File: config.mk
export PLATFORM = sky130hd
export DESIGN_NAME = seq_serializer
export DESIGN_NICKNAME = d
export VERILOG_FILES = /design/src/rtl/seq_serializer.sv
export SDC_FILE = /design/constraint.sdc
export NUM_CORES = 1
export LEC_CHECK = 0
export ABC_AREA = 0
export CAP_MARGIN = 10
export CORE_MARGIN = 5
export CORE_UTILIZATION = 42
export CTS_CLUSTER_SIZE = 25
export DETAILED_ROUTE_END_ITERATION = 16
export PLACE_DENSITY = 0.69
export SYNTH_ARGS = -nofsm -noshare
export SYNTH_HDL_FRONTEND = slang
export SYNTH_SLANG_ARGS = --single-unit
File: constraint.sdc
create_clock -name clk -period 4.2 [get_ports clk]
set_clock_uncertainty 0.15 [all_clocks]
set_input_delay 0.63 -clock clk [delete_from_list [all_inputs] [get_ports clk]]
set_output_delay 0.63 -clock clk [all_outputs]
set_load 0.03 [all_outputs]
File: src/rtl/seq_serializer.sv
// Serial pattern transmitter: captures a parallel pattern and length, then shifts it out MSB-first.
// Optional macro SEQ_SERIALIZER_PARITY_EN appends an even-parity bit after the pattern.
module seq_serializer #(
    parameter int WIDTH = 16,
    parameter int CNT_W = 5
) (
    input  logic             clk,
    input  logic             rst_n,
    input  logic             start,
    input  logic [WIDTH-1:0] data,
    input  logic [CNT_W-1:0] len,
    output logic             out,
    output logic             valid,
    output logic             busy,
    output logic             done,
    output logic [1:0]       state
);

    localparam logic [1:0] ST_IDLE  = 2'd0;
    localparam logic [1:0] ST_SHIFT = 2'd1;
    localparam logic [1:0] ST_DONE  = 2'd2;
`ifdef SEQ_SERIALIZER_PARITY_EN
    localparam logic [1:0] ST_PAR   = 2'd3;
`endif
    localparam logic [CNT_W-1:0] WIDTH_C = CNT_W'(WIDTH);

    logic [1:0]       state_r, state_s;
    logic [WIDTH-1:0] sreg_r, sreg_s;
    logic [CNT_W-1:0] cnt_r, cnt_s;
    logic [CNT_W-1:0] len_c_s;
    logic [WIDTH-1:0] aligned_s;
    logic             out_r, out_s;
    logic             valid_r, valid_s;
    logic             done_r, done_s;
    logic             busy_r;
`ifdef SEQ_SERIALIZER_PARITY_EN
    logic             par_r, par_s;

    // Bits above the used field are shifted out of the aligned word, so a plain XOR suffices.
    function automatic logic even_parity(input logic [WIDTH-1:0] v);
        return ^v;
    endfunction
`endif

    // Clamp the requested length and left-align the used field so the MSB sits at the top.
    always_comb begin
        if (len > WIDTH_C) begin
            len_c_s = WIDTH_C;
        end else begin
            len_c_s = len;
        end
        aligned_s = data << (WIDTH_C - len_c_s);
    end

    // State register.
    always_ff @(posedge clk or negedge rst_n) begin
        if (!rst_n) begin
            state_r <= ST_IDLE;
        end else begin
            state_r <= state_s;
        end
    end

    // Next-state logic.
    always_comb begin
        state_s = ST_IDLE;
        case (state_r)
            ST_IDLE: begin
                if (start) begin
                    state_s = (len_c_s == {CNT_W{1'b0}}) ? ST_DONE : ST_SHIFT;
                end else begin
                    state_s = ST_IDLE;
                end
            end
            ST_SHIFT: begin
                if (cnt_r == {CNT_W{1'b0}}) begin
`ifdef SEQ_SERIALIZER_PARITY_EN
                    state_s = ST_PAR;
`else
                    state_s = ST_DONE;
`endif
                end else begin
                    state_s = ST_SHIFT;
                end
            end
            ST_DONE: state_s = ST_IDLE;
`ifdef SEQ_SERIALIZER_PARITY_EN
            ST_PAR:  state_s = ST_DONE;
`endif
            default: state_s = ST_IDLE;
        endcase
    end

    // Next values of the datapath and the registered outputs.
    always_comb begin
        sreg_s  = sreg_r;
        cnt_s   = cnt_r;
        out_s   = 1'b0;
        valid_s = 1'b0;
        done_s  = 1'b0;
`ifdef SEQ_SERIALIZER_PARITY_EN
        par_s   = par_r;
`endif
        case (state_r)
            ST_IDLE: begin
                if (start) begin
                    sreg_s = aligned_s;
`ifdef SEQ_SERIALIZER_PARITY_EN
                    par_s  = even_parity(aligned_s);
`endif
                    if (len_c_s == {CNT_W{1'b0}}) begin
                        cnt_s  = {CNT_W{1'b0}};
                        done_s = 1'b1;
                    end else begin
                        cnt_s   = len_c_s - CNT_W'(1);
                        out_s   = aligned_s[WIDTH-1];
                        valid_s = 1'b1;
                    end
                end else begin
                    sreg_s = sreg_r;
                end
            end
            ST_SHIFT: begin
                // The counter holds the index of the bit on the line; it stops at zero.
                if (cnt_r != {CNT_W{1'b0}}) begin
                    sreg_s  = sreg_r << 1;
                    cnt_s   = cnt_r - CNT_W'(1);
                    out_s   = sreg_r[WIDTH-2];
                    valid_s = 1'b1;
                end else begin
`ifdef SEQ_SERIALIZER_PARITY_EN
                    out_s   = par_r;
                    valid_s = 1'b1;
`else
                    done_s  = 1'b1;
`endif
                end
            end
`ifdef SEQ_SERIALIZER_PARITY_EN
            ST_PAR:  done_s = 1'b1;
`endif
            ST_DONE: done_s = 1'b0;
            default: done_s = 1'b0;
        endcase
    end

    // Datapath and output registers.
    always_ff @(posedge clk or negedge rst_n) begin
        if (!rst_n) begin
            sreg_r  <= {WIDTH{1'b0}};
            cnt_r   <= {CNT_W{1'b0}};
            out_r   <= 1'b0;
            valid_r <= 1'b0;
            done_r  <= 1'b0;
            busy_r  <= 1'b0;
        end else begin
            sreg_r  <= sreg_s;
            cnt_r   <= cnt_s;
            out_r   <= out_s;
            valid_r <= valid_s;
            done_r  <= done_s;
            busy_r  <= (state_s != ST_IDLE);
        end
    end

`ifdef SEQ_SERIALIZER_PARITY_EN
    // Captured parity of the pattern being sent.
    always_ff @(posedge clk or negedge rst_n) begin
        if (!rst_n) begin
            par_r <= 1'b0;
        end else begin
            par_r <= par_s;
        end
    end
`endif

    assign out   = out_r;
    assign valid = valid_r;
    assign busy  = busy_r;
    assign done  = done_r;
    assign state = state_r;

endmodule

## After elaboration in Yosys (flattened, before gate mapping)

Index checks and enable logic that the tools add are counted.

- Flip-flop bits (word level): 26
- Output and inout port bits: 6

- Add/subtract/negate cells: 3
- Magnitude comparators: 1
- Eq/ne operators: 3
- Shift operators: 1
- Mux-type cells: 24
- Reduce and logical (&&, ||, !) cells: 7

Operators by type and width:

| kind | count |
|---|---|
| 15-bit two-way mux | 2 |
| 15-bit case mux with 2 select lines | 1 |
| 5-bit two-way mux | 4 |
| 16-bit by 5-bit left shift with 16-bit output | 1 |
| 5-bit zero test | 2 |
| 5-bit case mux with 2 select lines | 1 |
| 5-bit by 1-bit subtractor with 5-bit output, second input constant | 2 |
| 1-bit two-way mux | 9 |
| 2-bit two-way mux | 3 |
| 1-bit case mux with 2 select lines | 3 |
| 5-bit > comparator, second input constant | 1 |
| 5-bit nonzero test | 1 |
| 5-bit subtractor, first input constant | 1 |
| 2-bit inequality test, second input constant | 2 |
| 2-bit case mux with 2 select lines | 1 |
| 2-bit nonzero test | 2 |
| 3-bit AND reduction | 1 |
| 2-bit by 1-bit == test with 1-bit output, second input constant | 1 |
| 2-bit zero test | 1 |

## Logic depth before layout (Yosys ltp)

- Word-level depth: 7
- Gate-level depth with buffers: 14
- Gate-level depth less buffers: 9

## Worst setup path before layout

No wires, ideal clock.

- Path kind: in2reg
- Start: in len[0]
- End: reg sreg_r[12]
- Setup time: 0.065 ns
- Arrival: 3.280 ns
- Required time: 3.985 ns
- Setup slack: 0.705 ns
- Stages on the path: 14
- Buffers on the path: 5
- Cell sequence: buf_6 -> nor2b_1 -> buf_2 -> inv_1 -> ha_1 -> buf_2 -> buf_1 -> clkbuf_1 -> o21a_1 -> ha_1 -> nand2_1 -> or4b_1 -> a31oi_1 -> a31o_1

- Cells in the longest elaborated chain, start to end: 6

Ends and longest elaborated chain:

| item | RTL line | RTL |
|---|---|---|
| start, declared | 11 | `input logic [CNT_W-1:0] len,` |
| 5-bit > comparator | 47 | `if (len > WIDTH_C) begin` |
| 5-bit two-way mux * | 47 |  |
| 5-bit subtractor * | 52 | `aligned_s = data << (WIDTH_C - len_c_s);` |
| 16-bit by 5-bit left shift with 16-bit output * | 52 |  |
| 15-bit two-way mux * | 106 | `if (start) begin` |
| 15-bit case mux with 2 select lines * | 104 | `case (state_r)` |
| end signal, assigned | 150 | `sreg_r <= {WIDTH{1'b0}};` |
| end signal, assigned | 157 | `sreg_r <= sreg_s;` |
| end, declared | 28 | `logic [WIDTH-1:0] sreg_r, sreg_s;` |

Mark *: on every way between the ends. The rest lies on a longest branch, timed or not. The select of a mux whose other input is x is not followed.
A chain may end at the register's enable or synchronous reset.

## Worst setup path in the final report

- Start: in len[4]
- End: reg sreg_r[14]

Same word-level chain as after synthesis.

==> impl_metrics.env <==
export IMPL_status="finished clean"
export IMPL_cp_max_fo=13
export IMPL_drt_total_wl_mm=6.08
export IMPL_overflow=0
export IMPL_areaGrowthSynthToFinish_pct=18.9
export IMPL_port_buffers=29
export IMPL_cts_tree="yes"
export IMPL_worst_endpoint_arrival_ns=3.33
export IMPL_initial_core_util_pct=43.1
export IMPL_syn_inst=252
export IMPL_powerDensity_nw_per_um2=490
export IMPL_worst_pin_slew_ns=0.939
export IMPL_finalHoldViolCount=0
export IMPL_seqPwrFrac_pct=31.0
export IMPL_num_io_pins=30
export IMPL_cap_violations=0
export IMPL_diodes=0
export IMPL_dp_hpwl_mm=4.48
export IMPL_clockPowerShare_pct=10.8
export IMPL_synthSimpleGateAreaFrac_pct=22.1
export IMPL_clk_pin_slew_ns=0.08
export IMPL_wire_per_inst_microns=17.6
export IMPL_p_comb_share_pct=58.3
export IMPL_nNetsFinal=305
export IMPL_grt_pass1_vias=2014
export IMPL_grt_first_pass_wirelength_mm=9.96
export IMPL_fin_ws_ns=0.934
export IMPL_cts_resized=0
export IMPL_synth_distinct_cells=54
export IMPL_synth_mux_area_share_pct=18.2
export IMPL_synth_area_sq_um=2200
export IMPL_rows=26
export IMPL_place_ws_ns=0.679
export IMPL_post_route_min_period_ns=3.27
export IMPL_synth_edff_count=0
export IMPL_critical_path_top_delay_family="buffers and inverters"
export IMPL_syn_nets=280
export IMPL_intPower_mw=0.698
export IMPL_grt_use_total_pct=18.9
export IMPL_clockRootBuffer="clkbuf_8"
export IMPL_synth_compound_area_share_pct=22.8
export IMPL_cts_sinks=24
export IMPL_rsz0062_at_grt="no"
export IMPL_async_flop_share_pct=100
export IMPL_worstPathRequired_ns=4.26
export IMPL_clk_path_buf_depth=2
export IMPL_cts_setup_buffers=0
export IMPL_drive_gt1_share_pct=11.6
export IMPL_slowest_delay_ns=0.56
export IMPL_core_sq_um=5110
export IMPL_synthFlopType="dfrtp_1"
export IMPL_cts_htree_levels=1
export IMPL_ctsHoldBuffers=0
export IMPL_p_leak_nw=1.04
export IMPL_synthXorXnorAreaFrac_pct=1.88
export IMPL_min_path_type="flop to flop"
export IMPL_yosys_register_bits=24
export IMPL_synth_top_family_by_area="compound AO/OA/AOI/OAI gates"
export IMPL_synth_fa_ha_area_share_pct=2.28
export IMPL_net_switching_power_mw=0.584
export IMPL_drtAntennaViolNets=0
export IMPL_clk_latency_ns=0.27
export IMPL_finalCritPeriodShare_pct=77.8
export IMPL_grt_max_degree=25
export IMPL_crit_buf_inv=2
export IMPL_die_height_microns=82.4
export IMPL_yosys_warnings=0
export IMPL_dieArea_sq_um=6780
export IMPL_drt_iter0_drc=148
export IMPL_synth_avg_cell_area_sq_um=8.73
export IMPL_fmax_ghz=0.306
export IMPL_vias=2150
export IMPL_fin_tns_setup_ns=0
export IMPL_worstSetupPathType="input pin to flop"
export IMPL_drc=0
export IMPL_cp_slowest_cell="or4bb_1"
export IMPL_finalSetupViolCount=0
export IMPL_worstSetupStartpointType="input pin"
export IMPL_die_w_microns=82.4
export IMPL_swShare_pct=45.5
export IMPL_gp_congestion=0.882
export IMPL_yosysSeqAreaShare_pct=27.3
export IMPL_vias_per_cell=6.23
export IMPL_cts_buffers=3
export IMPL_drt_pass1_iter_count=5
export IMPL_slew_viol_final=0
export IMPL_relSlewSlack_pct=36.4
export IMPL_end_kind="flop"
export IMPL_ir_drop_v=0.000284
export IMPL_crit_chain="clkdlybuf4s50_1 > inv_1 > nand2_1 > ha_1 > or4bb_1 > o21ai_0 > mux2i_1 > o31ai_1 > o22a_1"
export IMPL_antenna_found_initial=0
[final cells by class]
| cell class | count | area (sq um) |
|---|---|---|
| Fill cell | 501 | 2490 |
| Clock buffer | 3 | 41.3 |
| Multi-Input combinational cell | 201 | 1480 |
| Tap cell | 70 | 87.6 |
| Sequential cell | 24 | 601 |
| Timing Repair Buffer | 40 | 380 |
| Inverter | 7 | 26.3 |
[worst min-delay path, stage by stage, from the launching register on]
cell,delay (ns)
dfrtp_1,0.36
nand2_1,0.05
o21ai_0,0.07
[routing by layer]
layer / GRT usage [%] / up-vias / wire length [microns]
met5: 0 / - / 0
met4: 4.49 / 0 / 93
met3: 2.49 / 6 / 396
met2: 30.0 / 93 / 2780
met1: 27.1 / 1029 / 2820
li1: - / 1022 / -
[final timing paths]
path                            slack [ns]  depth (start not counted)             startpoint                endpoint
worst max register to register        1.68                          7   cnt_r[0]$_DFFE_PN0P_   sreg_r[9]$_DFFE_PN0P_
worst max-delay path                  0.93                          9                 len[4]  sreg_r[14]$_DFFE_PN0P_
worst min register to register        0.35                          2  sreg_r[6]$_DFFE_PN0P_   sreg_r[6]$_DFFE_PN0P_
worst min-delay path                  0.35                          2  sreg_r[6]$_DFFE_PN0P_   sreg_r[6]$_DFFE_PN0P_
min in group asynchronous             0.56                          1                  rst_n  sreg_r[14]$_DFFE_PN0P_
max in group asynchronous             2.84                          2                  rst_n  sreg_r[12]$_DFFE_PN0P_
[power by group through the flow]
stage / Clock (mW) / Combinational, mW / Sequential [mW]
finish: 0.138 / 0.747 / 0.397
global route: 0.149 / 0.829 / 0.411
CTS: 0.141 / 0.739 / 0.397
detailed placement: 0 / 0.737 / 0.401
global placement: 0 / 0.732 / 0.399
floorplan: 0 / 0.511 / 0.413
[Yosys cell counts (all sizes together) (4+ instances only)]
library cell / count / area (sq um)
nand2: 15 / 56.3
a32oi: 7 / 61.3
and3: 8 / 50.1
ha: 4 / 50.1
nand3b: 6 / 45.0
clkbuf: 13 / 50.0
o21ai: 19 / 95.1
mux4: 9 / 203
mux2: 6 / 67.6
mux2i: 13 / 130
nor2b: 4 / 25.0
buf: 7 / 45.0
nand3: 9 / 45.0
a21oi: 15 / 75.1
nor2: 26 / 97.6
dfrtp: 24 / 601
nor3: 10 / 50.1
a221oi: 7 / 61.3
nand4: 4 / 25.0
inv: 7 / 26.3
a31oi: 4 / 25.0
[per-stage QoR]
| stage | power [mW] | std cells | hold slack (ns) | area [sq um] | utilization (%) |
|---|---|---|---|---|---|
| final | 1.28 | 345 | 0.353 | 2620 | 51.2 |
| after global routing | 1.39 | 345 | 0.384 | 2620 | 51.2 |
| after CTS | 1.28 | 344 | 0.355 | 2600 | 50.9 |
| after detailed placement | 1.14 | 341 | 0.331 | 2560 | 50.1 |
| after global placement | 1.13 | 341 | 0.316 | 2560 | 50.1 |
| after floorplan | 0.924 | 252 | 0.184 | 2200 | - |
[sequential cells by signal, indices dropped and copies added (netlist names)]
| signal | flops |
|---|---|
| sreg_r | 15 |
| cnt_r | 5 |
| busy | 1 |
| done | 1 |
| out | 1 |
| valid | 1 |
[kinds of logic (layout without fill, tap and decap cells)]
logic type / after synthesis / after routing
buffers and inverters: 27 / 50
multiplexers: 28 / 28
AND/OR/NAND/NOR: 93 / 93
flip-flops: 24 / 24
AO/OA/AOI/OAI: 73 / 73
XOR/XNOR: 3 / 3
adder cells (fa/ha/maj): 4 / 4
[placed cells by master, fill, tap and decap left out, types with 3 or more instances in the layout]
master	instances
dfrtp_1	24
mux4_2	9
nand2_1	15
nand3_1	9
nand4_1	4
nor2_1	26
a21oi_1	15
a32oi_1	7
mux2_2	6
o21ai_0	19
and3_1	8
clkdlybuf4s50_1	29
nor2b_1	3
inv_1	7
clkbuf_8	3
mux2i_1	13
a31oi_1	4
nor3_1	10
nand3b_1	6
ha_1	4
buf_4	10
a221oi_1	7
(Power assumes the default switching activity.)
==> edit, RTL diff (same flow settings) <==
Remove the register `done_r`: a continuous assignment takes its place, so the output `done` follows one clock earlier.
--- a/src/rtl/seq_serializer.sv
+++ b/src/rtl/seq_serializer.sv
@@ -151,17 +151,17 @@
             cnt_r   <= {CNT_W{1'b0}};
             out_r   <= 1'b0;
             valid_r <= 1'b0;
-            done_r  <= 1'b0;
             busy_r  <= 1'b0;
         end else begin
             sreg_r  <= sreg_s;
             cnt_r   <= cnt_s;
             out_r   <= out_s;
             valid_r <= valid_s;
-            done_r  <= done_s;
             busy_r  <= (state_s != ST_IDLE);
         end
     end
+
+    assign done_r = done_s;
 
 `ifdef SEQ_SERIALIZER_PARITY_EN
     // Captured parity of the pattern being sent.
Check against the original RTL: not equivalent (a bounded check fails within 4 cycles, from zero or initial values and one cycle with rst_n low).
==> edit against the unedited design <==
- sequential cell count did not move
- design area rose by 7.7%
- non-clock buffer count fell by 2
- largest cell class unchanged
- critical path type is now input port to primary output
- global-route usage fell by 0.40 points
- utilization fell by 0.65 points
- worst setup slack got worse by 0.36 ns
- synthesized area rose by 11%
- total power rose by 6.9%
- critical path depth rose by 1
- highest routed layer unchanged
- routed wire length rose by 12%
==> edit: results <==
set metrics [dict create \
    status "finished, final reports clean" \
    gp_congestion 0.9443 \
    cp_slowest_cell "clkdlybuf4s50_1" \
    drt_iter0_drc 238 \
    ys_seq_area_share_pct 24.62 \
    synth_compound_area_share_pct 25.69 \
    drive_gt1_share_pct 13.77 \
    wirelength_mm 6.814 \
    critPathArrivalTime_ns 2.85 \
    grt_pass1_vias 2277 \
    leakage_uw 0.001121 \
    dpl_cell_area_sq_um 2749 \
    grt_max_degree 26 \
    synthTopCellsByCount "mux2i_1, dfrtp_1, nand2_1" \
    vias_per_cell 6.279 \
    max_stage_delay_ns 0.60 \
    n_fill_cell 548 \
    synthXorXnorAreaFrac_pct 2.154 \
    synthAdderAreaFrac_pct 2.051 \
    clock_path_buffers 2 \
    hpwl_mm 5.026 \
    final_nets 334 \
    syn-num-nets 314 \
    insertedDiodeCount 0 \
    worstSkewPairLatency_ns 0.26 \
    tightest_slew_ns 0.7642 \
    synthMuxAreaShare_pct 20.26 \
    synth_area_leaders "dfrtp_1, mux2i_1, mux2_2, a21oi_1, o21ai_0" \
    synth_cell_types 63 \
    cts.clk_slew.worst_paths_ns 0.08 \
    yosysWarnings 0 \
    track_usage_pct 18.48 \
    grt_first_pass_wirelength_mm 11.23 \
]
-- edit: changes by cell type in the layout (fill, tap and decap cells not counted), sizes merged, moves of 4 or more --
cell / change
a211oi: +5
a21oi: +6
a221oi: -4
and3: -6
mux2: +5
mux2i: +16
mux4: -6
nand2: +9
nand3b: -4
nor3: -4
o21ai: +7
-- edit: routing by layer --
layer	routed length [um]	up-vias	GRT usage [%]
met5	0	-	0
met4	138	0	4.674
met3	429	16	3.802
met2	3049	83	28.24
met1	3196	1150	26.63
li1	-	1118	-
-- edit: path summary, 6_finish.rpt --
path                            from         end  slack, ns  depth (start not counted)
max                           len[4]        done       0.57                         10
min                        sreg_r[3]   sreg_r[3]       0.34                          2
max reg2reg                 cnt_r[0]  sreg_r[10]       1.75                          8
min reg2reg                sreg_r[3]   sreg_r[3]       0.34                          2
max in group asynchronous      rst_n   sreg_r[5]       2.79                          2
min in group asynchronous      rst_n    cnt_r[4]       0.60                          1
-- edit: report_power, final --
group	switching, uW	internal, uW
combinational	491	329
sequential	65.5	331
clock	71.2	83.5
total	628	743
-- edit: per-stage QoR --
stage / power [uW] / setup WS, ns / util, % / cells
6_report: 1371 / 0.5720 / 50.57 / 377
4_1_cts: 1368 / 0.5768 / 50.30 / 376
3_5_place_dp: 1209 / 0.5844 / 49.32 / 372
2_1_floorplan: 996.2 / 0.5397 / - / 286
5_1_grt: 1484 / 0.3375 / 50.57 / 377
3_3_place_gp: 1187 / 0.6413 / 49.32 / 372
-- edit: area by class of cell --
type	count	area share [%]
tap	72	3.196
clock buffer	4	1.953
inverter	10	1.420
multi-input combinational	229	59.25
timing repair buffer	38	12.87
sequential	24	21.30
-- edit: kinds of logic (layout without fill, tap and decap cells) --
logic type	count (synthesis)	count (layout)
compound gates	93	93
simple gates	86	86
mux	43	43
buf+inv	33	52
flops	24	24
fa+ha+maj	4	4
xor+xnor	3	3
-- edit: worst max-delay path, delay by kind of cell --
| family | cells | cell delay (ns) |
|---|---|---|
| AO/OA/AOI/OAI | 1 | 0.24 |
| adder cells (fa/ha/maj) | 2 | 0.52 |
| buffers and inverters | 5 | 1.21 |
| AND/OR/NAND/NOR | 2 | 0.25 |
